--- config.mk ---
export PLATFORM = sky130hd
export DESIGN_NAME = t06_move_sequencer
export DESIGN_NICKNAME = d
export VERILOG_FILES = /design/src/rtl/t06_move_sequencer.sv
export SDC_FILE = /design/constraint.sdc
export NUM_CORES = 1
export LEC_CHECK = 0
export CAP_MARGIN = 20
export CORE_UTILIZATION = 46
export CTS_CLUSTER_DIAMETER = 80
export CTS_CLUSTER_SIZE = 28
export DETAILED_ROUTE_END_ITERATION = 7
export GPL_ROUTABILITY_DRIVEN = 1
export PLACE_DENSITY_LB_ADDON = 0.2
export RECOVER_POWER = 25
export SYNTH_ARGS = -nofsm -noshare
export SYNTH_HDL_FRONTEND = slang
export SYNTH_SLANG_ARGS = --single-unit
--- constraint.sdc ---
create_clock -name clk -period 2.7 [get_ports clk]
set_clock_uncertainty 0.1 [all_clocks]
set_input_delay 0.405 -clock clk [delete_from_list [all_inputs] [get_ports clk]]
set_output_delay 0.405 -clock clk [all_outputs]
set_load 0.05 [all_outputs]
--- src/rtl/t06_move_sequencer.sv ---
// Per-tick snake move sequencer: collision check, shift/grow, apple respawn, game end.
// Ports: clk/nrst, start/tick pulses, detector flags, apple_ack -> strobes, level status, length.
module t06_move_sequencer #(
  parameter int MAX_LENGTH  = 30,
  parameter int INIT_LENGTH = 2
) (
  input  logic       clk,
  input  logic       nrst,
  input  logic       start,
  input  logic       tick,
  input  logic       badCollision,
  input  logic       goodCollision,
  input  logic       good_collision2,
  input  logic       apple_ack,
  output logic       check_enable,
  output logic       init_body,
  output logic       move_en,
  output logic       grow,
  output logic       apple_req,
  output logic       apple_sel,
  output logic [4:0] length,
  output logic       game_over,
  output logic       win,
  output logic       tick_overrun
);

  localparam logic [2:0] S_IDLE  = 3'd0;
  localparam logic [2:0] S_INIT  = 3'd1;
  localparam logic [2:0] S_WAIT  = 3'd2;
  localparam logic [2:0] S_CHECK = 3'd3;
  localparam logic [2:0] S_EVAL  = 3'd4;
  localparam logic [2:0] S_MOVE  = 3'd5;
  localparam logic [2:0] S_RESP  = 3'd6;
  localparam logic [2:0] S_OVER  = 3'd7;

  localparam logic [5:0] MAX_L  = 6'(MAX_LENGTH);
  localparam logic [4:0] INIT_L = 5'(INIT_LENGTH);

  logic [2:0] state_q, state_d;
  logic [4:0] len_q, len_d;
  logic       hit1_q, hit1_d;
  logic       hit2_q, hit2_d;
  logic       win_q, win_d;
  logic       ovr_q, ovr_d;

  logic [5:0] len_sum;
  logic [4:0] len_sat;
  logic       busy;

  // One extra bit so two hits near the top cannot wrap before saturation.
  always_comb begin
    len_sum = {1'b0, len_q}
            + {5'd0, hit1_q}
            + {5'd0, hit2_q};
    len_sat = (len_sum >= MAX_L) ? MAX_L[4:0]
                                 : len_sum[4:0];
  end

  // States in which a tick means the step is too short.
  assign busy = (state_q == S_CHECK) ||
                (state_q == S_EVAL)  ||
                (state_q == S_MOVE)  ||
                (state_q == S_RESP);

  always_comb begin
    state_d = state_q;
    len_d   = len_q;
    hit1_d  = hit1_q;
    hit2_d  = hit2_q;
    win_d   = win_q;
    ovr_d   = ovr_q;
    unique case (state_q)
      S_IDLE: begin
        if (start) state_d = S_INIT;
      end
      S_INIT: begin
        len_d   = INIT_L;
        hit1_d  = 1'b0;
        hit2_d  = 1'b0;
        win_d   = 1'b0;
        ovr_d   = 1'b0;
        state_d = S_WAIT;
      end
      S_WAIT: begin
        if (start)     state_d = S_INIT;
        else if (tick) state_d = S_CHECK;
      end
      S_CHECK: begin
        state_d = S_EVAL;
      end
      S_EVAL: begin
        hit1_d  = goodCollision;
        hit2_d  = good_collision2;
        state_d = badCollision ? S_OVER
                               : S_MOVE;
      end
      S_MOVE: begin
        len_d = len_sat;
        if ({1'b0, len_sat} == MAX_L) begin
          win_d   = 1'b1;
          state_d = S_OVER;
        end else if (hit1_q || hit2_q) begin
          state_d = S_RESP;
        end else begin
          state_d = S_WAIT;
        end
      end
      S_RESP: begin
        // Apple 1 is always served before apple 2.
        if (apple_ack) begin
          if (hit1_q) begin
            hit1_d = 1'b0;
            if (!hit2_q) state_d = S_WAIT;
          end else begin
            hit2_d  = 1'b0;
            state_d = S_WAIT;
          end
        end
      end
      S_OVER: begin
        if (start) state_d = S_INIT;
      end
      default: begin
        state_d = S_IDLE;
      end
    endcase
    if (tick && busy) ovr_d = 1'b1;
  end

  always_ff @(posedge clk or negedge nrst) begin
    if (!nrst) begin
      state_q <= S_IDLE;
      len_q   <= INIT_L;
      hit1_q  <= 1'b0;
      hit2_q  <= 1'b0;
      win_q   <= 1'b0;
      ovr_q   <= 1'b0;
    end else begin
      state_q <= state_d;
      len_q   <= len_d;
      hit1_q  <= hit1_d;
      hit2_q  <= hit2_d;
      win_q   <= win_d;
      ovr_q   <= ovr_d;
    end
  end

  // Moore outputs decoded straight from registered state.
  assign check_enable = (state_q == S_CHECK);
  assign init_body    = (state_q == S_INIT);
  assign move_en      = (state_q == S_MOVE);
  assign grow         = move_en
                      && (hit1_q || hit2_q)
                      && ({1'b0, len_q} < MAX_L);
  assign apple_req    = (state_q == S_RESP);
  assign apple_sel    = apple_req && !hit1_q;
  assign length       = len_q;
  assign game_over    = (state_q == S_OVER);
  assign win          = win_q;
  assign tick_overrun = ovr_q;

endmodule

### After elaboration in Yosys (flattened, before gate mapping)

Index checks and enable logic that the tools add are counted.

| storage, ports and cells | value |
|---|---|
| bits in registers | 12 |
| output and inout bits | 14 |
| word-level logic and storage cells | 63 |
| input bits | 8 |

| operators by class | value |
|---|---|
| mux-type cells | 21 |
| equality and inequality tests | 14 |
| reduce and logical (&&, ||, !) cells | 18 |
| add/sub/neg operators | 2 |
| $lt $le $gt $ge | 2 |

Operators by type and width:

| operator | number |
|---|---|
| $mux W3 | 8 |
| $pmux W3 S7 | 1 |
| $eq A3 B3 Y1 const B | 4 |
| $pmux W5 S2 | 1 |
| $add A5 B1 Y6 | 1 |
| $add A6 B1 Y6 | 1 |
| $eq A3 B2 Y1 const B | 2 |
| $ge A6 B5 Y1 const B | 1 |
| $mux W1 | 6 |
| $ne A3 B3 Y1 const B | 2 |
| $pmux W1 S3 | 2 |
| $eq A5 B5 Y1 const B | 1 |
| $lt A5 B5 Y1 const B | 1 |
| $mux W5 | 1 |
| $logic_and A1 B1 Y1 | 4 |
| $logic_or A1 B1 Y1 | 4 |
| $ne A2 B1 Y1 const B | 2 |
| $ne A2 B2 Y1 const B | 2 |
| $reduce_and A2 Y1 | 2 |
| $reduce_and A4 Y1 | 1 |
| $reduce_bool A2 Y1 | 2 |
| $eq A3 B1 Y1 const B | 1 |
| $logic_not A3 Y1 | 1 |
| $reduce_and A3 Y1 | 1 |
| other kinds (5) | 5 |

### Logic depth before layout (Yosys ltp)

Gate-level depths: netlist of run 1.

| depth | value |
|---|---|
| depth after elaboration | 7 |
| gate-level depth with buffers | 6 |
| mapped depth without buffers | 6 |

### Worst setup path before layout of run 1

Ideal clock, no wire load.

| timing | value |
|---|---|
| path type | flip-flop to output port |
| start point | register len_q[4], in the netlist length[4] |
| end point | output port grow |
| path buffers | 0 |
| required time | 2195 ps |
| cell stages (with the launch flop) | 3 |
| arrival time | 2052 ps |
| setup slack | 143 ps |
| cell sequence | dfrtp_1 -> and3_2 -> a2111oi_2 |

| on the way | value |
|---|---|
| cells in the longest elaborated chain, start to end | 2 |

Ends and longest elaborated chain:

| element | line | RTL |
|---|---|---|
| start, declared | 40 | `logic [4:0] len_q, len_d;` |
| start signal, assigned | 140 | `len_q <= len_d;` |
| $lt A5 B5 Y1 | 154 | `&& ({1'b0, len_q} < MAX_L);` |
| $logic_and A1 B1 Y1 | 154 |  |
| end, declared | 18 | `output logic grow,` |

No other way between the ends.

### Worst setup path in the final report of run 1

| timing | value |
|---|---|
| start point | register state_q[0] |
| end point | output port game_over |

| on the way | value |
|---|---|
| cells in the longest elaborated chain, start to end | 1 |

Ends and longest elaborated chain:

| element | line | RTL |
|---|---|---|
| start, declared | 39 | `logic [2:0] state_q, state_d;` |
| start signal, assigned | 139 | `state_q <= state_d;` |
| $eq A3 B3 Y1 | 158 | `assign game_over = (state_q == S_OVER);` |
| end, declared | 22 | `output logic game_over,` |

No other way between the ends.

==> results of run 1 <==
logic make-up (layout without fill, tap and decap cells):
group | count (synthesis) | after routing | share of synthesized area [%]
flops | 12 | 12 | 37.9
simple gates | 33 | 33 | 21.7
buf+inv | 10 | 33 | 5.35
xor+xnor | 1 | 1 | 1.10
compound gates | 32 | 32 | 28.5
fa+ha+maj | 3 | 3 | 5.50
per-stage QoR:
stage / hold slack [ns] / utilization, % / std cells / power (mW)
after floorplan: 0.00941 / - / 91 / 0.881
after global placement: 0.416 / 65.2 / 126 / 1.08
after detailed placement: 0.437 / 65.2 / 126 / 1.09
after CTS: 0.389 / 66.9 / 130 / 1.21
after global routing: 0.471 / 66.9 / 130 / 1.29
final: 0.440 / 66.9 / 130 / 1.21
sequential cells by signal, indices dropped and copies added (netlist names):
signal	cells
hit1_q	1
hit2_q	1
length	5
state_q	3
tick_overrun	1
win	1
synthesized netlist by cell type:
cell type	number	area share [%]
or2_2	1	0.79
dfrtp_1	11	35
a22o_1	1	1.1
nand2b_1	3	2.4
nand2_1	5	2.4
a21boi_0	1	0.94
nand2b_4	1	1.7
ha_1	1	1.6
o221ai_2	1	1.9
buf_2	4	2.5
nor2b_1	1	0.79
and3_2	1	0.94
a22oi_1	1	0.94
o21bai_1	1	0.94
a2111oi_2	1	1.9
o31ai_1	1	0.94
nand3_1	1	0.63
a41oi_1	1	1.1
a21oi_2	1	1.1
nor3_1	3	1.9
a211oi_2	1	1.6
xnor2_1	1	1.1
nand4_1	1	0.79
nand2_2	1	0.79
inv_1	5	2.4
inv_2	1	0.47
nor2_1	12	5.7
a21oi_1	10	6.3
maj3_2	1	1.4
dfstp_2	1	3.3
and3_4	1	1.4
o32ai_1	1	1.1
a211oi_1	4	3.8
a31oi_1	1	0.79
and3_1	2	1.6
o21ai_0	5	3.1
fa_1	1	2.5
o21a_1	1	0.94
report_power, final:
| part | switching, mW | total (mW) | internal (mW) |
|---|---|---|---|
| clock network | 0.0613 | 0.119 | 0.0574 |
| logic | 0.443 | 0.714 | 0.270 |
| registers | 0.128 | 0.374 | 0.246 |
cell type report:
type	count	area share, %
inverters	6	2.16
repair buffers	23	21.1
flip-flops and latches	12	28.9
multi-input cells	69	43.3
clock buffers	4	2.52
well taps	16	1.92
path summary, 6_finish.rpt:
| kind | slack (ns) | from | cells past startpoint | endpoint |
|---|---|---|---|---|
| worst max-delay path | 0.17 | state_q[0]$_DFFE_PN0P_ | 3 | game_over |
| worst min-delay path | 0.44 | nrst | 1 | length[0]$_DFFE_PN0P_ |
| worst max register to register | 0.47 | hit1_q$_DFFE_PN0P_ | 6 | win$_DFFE_PN0P_ |
| worst min register to register | 0.44 | length[1]$_DFFE_PN1P_ | 2 | length[1]$_DFFE_PN1P_ |
| max in group asynchronous | 1.69 | nrst | 1 | length[1]$_DFFE_PN1P_ |
| min in group clk | 0.44 | length[1]$_DFFE_PN1P_ | 2 | length[1]$_DFFE_PN1P_ |
per-layer routing:
metal / wire (µm) / track usage, %
met5: 0 / 0
met4: 37 / 13.1
met3: 92 / 6.67
met2: 806 / 30.4
met1: 897 / 29.9
==> flow_metrics.py, run 1 <==
metrics = {
    "logic_synthesis": {
        "ys_ff_latch": 12,
        "ys_types": 38,
        "seq_area_frac_synth_pct": 37.9,
        "syn_avg_cell_area_um2": 8.74,
        "ys_warn_count": 0,
        "syn_area_um2": 796,
        "synthesis.instances": 91,
        "synth_fp_nets": 101,
    },
    "cells_and_area": {
        "fillCellCount": 129,
        "multiInputGateArea_um2": 452,
        "regArea_um2": 302,
        "nets": 125,
        "final_common_cell": "clkdlybuf4s50_1",
        "diodes": 0,
        "syn_to_final_growth_pct": 31.0,
        "final_area_mm2": 0.00104,
        "drive_gt1_share_pct": 16.7,
        "layout_common_cells": "clkdlybuf4s50_1 (18), nor2_1 (12), dfrtp_1 (11)",
    },
    "timing": {
        "finalHoldViolations": 0,
        "maxSlewViolCount": 0,
        "max_freq_mhz": 395,
        "setup_viol": 0,
        "maxSlewHeadroom_pct": 63.5,
        "worst-slew-pin-transition_ns": 0.546,
        "rsz0062_at_grt": "false",
        "setup_tns_ns": 0,
        "fin_crit_sh_pct": 93.9,
        "setup_ws_ns": 0.165,
        "min_period_ns": 2.53,
    },
    "setup_path": {
        "start_kind": "flop",
        "path_cells": "nand2_1, nor2_1, clkdlybuf4s50_1",
        "worstSetupEndpointType": "output pin",
        "crit_family": "buffers and inverters",
        "cp_num_buf_inv": 1,
        "worst-path-max-fanout": 15,
        "required_ns": 2.19,
        "worst_ep_arrival_time_ns": 2.03,
        "cpMaxStageDelayCell": "clkdlybuf4s50_1",
        "critPathKind": "reg2out",
        "max_stage_delay_ns": 0.82,
    },
    "place": {
        "hpwl_um": 1300,
        "portBuffers": 21,
        "placed_cell_area_mm2": 0.00102,
        "dp_slack_ns": 0.492,
        "gp_congestion": 0.812,
    },
    "pwr": {
        "powerDensity_mw_per_mm2": 1160,
        "ir_drop_mv": 0.618,
        "p_leak_nw": 0.415,
    },
    "clock_network": {
        "ctsResizeCount": 0,
        "cts_root_buf": "clkbuf_4",
        "cts.path.max_buffers": 2,
        "cts_hold_buf": 0,
        "clkLatencyLatePin_ns": 0.28,
        "numCtsBuffers": 3,
        "path_clk_slew_ns": 0.07,
        "cts_tree": "built",
        "htreeDepth": 1,
        "clock_sinks": 12,
        "post_cts.repair.setup_buffers": 0,
    },
    "worst_hold_path": {
        "hold_class": "in2async",
    },
    "floorplanning": {
        "core_mm2": 0.00156,
        "fp-row-count": 14,
        "die_w_um": 43.6,
        "boundaryPins": 22,
        "die_y_um": 43.6,
        "initial_core_util_pct": 51.0,
        "die-area_mm2": 0.00190,
    },
    "global_route": {
        "grt-ovfl-total": 0,
        "grt_pass1_wl_um": 2990,
        "grt_antenna_before_repair": 0,
        "grt_max_degree": 16,
        "grt_use_total_pct": 21.9,
        "grt_pass1_vias": 686,
    },
    "route": {
        "viasPerCell": 5.80,
        "drc": 0,
        "drt-initial-drc-count": 11,
        "first_pass_iters": 4,
        "finalWirelength_um": 1830,
        "num_vias": 754,
        "wl_per_cell_um": 14.1,
        "drtAntennaViolNets": 0,
    },
    "flow_run": {
        "cap_violations": 0,
    },
    "outcome": {
        "run_status": "completed",
    },
}
Power figures use the tool's default switching activity.
==> run 2: changes to the inputs <==
--- a/config.mk
+++ b/config.mk
@@ -13,6 +13,7 @@
 export GPL_ROUTABILITY_DRIVEN = 1
 export PLACE_DENSITY_LB_ADDON = 0.2
 export RECOVER_POWER = 25
+export REMOVE_ABC_BUFFERS = 1
 export SYNTH_ARGS = -nofsm -noshare
 export SYNTH_HDL_FRONTEND = slang
 export SYNTH_SLANG_ARGS = --single-unit
==> run 2 against run 1 <==
Against the previous run: the run now ends with design-rule violations left; via count decreased by 0.27%; combinational power about the same; first-iteration DRC count increased by 36%; total power increased by 2.3%; worst setup slack got worse by 0.023 ns; routed wire length increased by 0.27%; die area unchanged; register-to-register slack improved by 0.02 ns; sequential cell count unchanged.
==> flow_metrics.py, run 2 (synthesis results as in run 1) <==
metrics = {
    "outcome": {
        "run_status": "finished with violations",
        "violations": "design-rule violations",
    },
    "clock_network": {
        "numCtsBuffers": 3,
        "cts_root_buf": "clkbuf_4",
        "cts_hold_buf": 0,
        "ctsResizeCount": 0,
        "path_clk_slew_ns": 0.08,
        "htreeDepth": 1,
        "post_cts.repair.setup_buffers": 0,
        "cts_tree": "built",
        "cts.path.max_buffers": 2,
        "clkLatencyLatePin_ns": 0.28,
        "clock_sinks": 12,
    },
    "pwr": {
        "comb_power_share_pct": 57.6,
        "ir_drop_mv": 0.725,
        "powerDensity_mw_per_mm2": 1170,
        "internal-power_mw": 0.598,
        "total_power_mw": 1.23,
        "pwr-share-clk_pct": 12.1,
        "p_leak_nw": 0.421,
        "p_seq_share_pct": 30.3,
        "p_switching_mw": 0.636,
        "p_sw_share_pct": 51.6,
    },
    "setup_path": {
        "worst-path-max-fanout": 15,
        "cpMaxStageDelayCell": "clkdlybuf4s50_1",
        "max_stage_delay_ns": 0.82,
        "cp_num_buf_inv": 1,
        "critPathKind": "reg2out",
        "worst_ep_arrival_time_ns": 2.05,
        "worstSetupEndpointType": "output pin",
        "start_kind": "flop",
        "crit_family": "buffers and inverters",
        "required_ns": 2.19,
        "path_cells": "nand2_1, nor2_1, clkdlybuf4s50_1",
    },
    "route": {
        "drtAntennaViolNets": 0,
        "wl_per_cell_um": 14.1,
        "finalWirelength_um": 1840,
        "drt-initial-drc-count": 15,
        "first_pass_iters": 6,
        "drc": 1,
        "viasPerCell": 5.78,
        "num_vias": 752,
    },
    "timing": {
        "maxSlewViolCount": 0,
        "min_period_ns": 2.56,
        "finalHoldViolations": 0,
        "fin_crit_sh_pct": 94.7,
        "maxSlewHeadroom_pct": 63.3,
        "holdWs_ns": 0.431,
        "worst-slew-pin-transition_ns": 0.549,
        "setup_tns_ns": 0,
        "rsz0062_at_grt": "false",
        "max_freq_mhz": 391,
        "setup_viol": 0,
    },
    "floorplanning": {
        "core_mm2": 0.00156,
        "initial_core_util_pct": 51.0,
        "boundaryPins": 22,
        "die_y_um": 43.6,
        "die-area_mm2": 0.00190,
        "fp-row-count": 14,
        "die_w_um": 43.6,
    },
    "place": {
        "gp_congestion": 0.787,
        "hpwl_um": 1350,
        "dpl.cell_count": 126,
        "placed_cell_area_mm2": 0.00102,
        "portBuffers": 21,
    },
    "cells_and_area": {
        "drive_gt1_share_pct": 17.5,
        "final_area_mm2": 0.00105,
        "syn_to_final_growth_pct": 32.2,
        "fillCellCount": 137,
        "largest_register_ffs": 5,
        "nets": 125,
        "final_common_cell": "clkdlybuf4s50_1",
        "stdcell_count": 130,
        "diodes": 0,
        "layout_common_cells": "clkdlybuf4s50_1 (18), nor2_1 (12), dfrtp_1 (11)",
    },
    "global_route": {
        "grt_antenna_before_repair": 0,
        "grt_use_total_pct": 23.0,
        "grt_pass1_vias": 710,
        "grt_max_degree": 16,
        "grt_pass1_wl_um": 3220,
        "grt-ovfl-total": 0,
    },
    "worst_hold_path": {
        "hold_class": "reg2reg",
    },
    "flow_run": {
        "cap_violations": 0,
    },
}
## run 2: changes by cell type in the layout (fill, tap and decap cells not counted)
cell,before,now
clkbuf_8,0,1
clkbuf_1,1,0
## run 2: area by class of cell
cell class	instances	area, µm²	share of cell area (%)
clock buffers	4	36.3	3.45
inverters	6	22.5	2.14
multi-input cells	69	452	42.9
flip-flops and latches	12	302	28.7
well taps	16	20.0	1.90
repair buffers	23	220	20.9
## run 2: path summary, 6_finish.rpt
check / from / endpoint / cells past startpoint / slack, ns
min reg2reg: length[1]$_DFFE_PN1P_ / length[1]$_DFFE_PN1P_ / 2 / 0.43
max in group asynchronous: nrst / length[1]$_DFFE_PN1P_ / 1 / 1.69
min in group asynchronous: nrst / hit1_q$_DFFE_PN0P_ / 1 / 0.44
max reg2reg: hit1_q$_DFFE_PN0P_ / win$_DFFE_PN0P_ / 6 / 0.49
min: length[1]$_DFFE_PN1P_ / length[1]$_DFFE_PN1P_ / 2 / 0.43
max: state_q[0]$_DFFE_PN0P_ / game_over / 3 / 0.14
## run 2: per-layer routing
layer,vias up,part of all wire (%),GRT usage (%)
met5,-,0,0
met4,0,1.5,9.38
met3,4,4.2,5.42
met2,16,46,35.5
met1,357,49,31.1
li1,375,-,-
## run 2: per-stage QoR
step | setup WS, ns | utilization [%]
finish | 0.142 | 67.5
global route | 0.0117 | 67.5
floorplan | 0.143 | -
global placement | 0.496 | 65.2
detailed placement | 0.462 | 65.2
CTS | 0.148 | 67.5
## run 2: power groups by stage
| stage | Sequential (mW) | Combinational, mW | Clock (mW) |
|---|---|---|---|
| global route | 0.390 | 0.773 | 0.163 |
| finish | 0.374 | 0.711 | 0.150 |
| detailed placement | 0.375 | 0.711 | 0 |
| floorplan | 0.448 | 0.409 | 0 |
| global placement | 0.371 | 0.702 | 0 |
| CTS | 0.372 | 0.714 | 0.156 |
## run 2: worst min-delay path, stage by stage, from the launching register on
cell,delay (ns)
dfstp_2,0.40
inv_1,0.05
o21ai_0,0.07
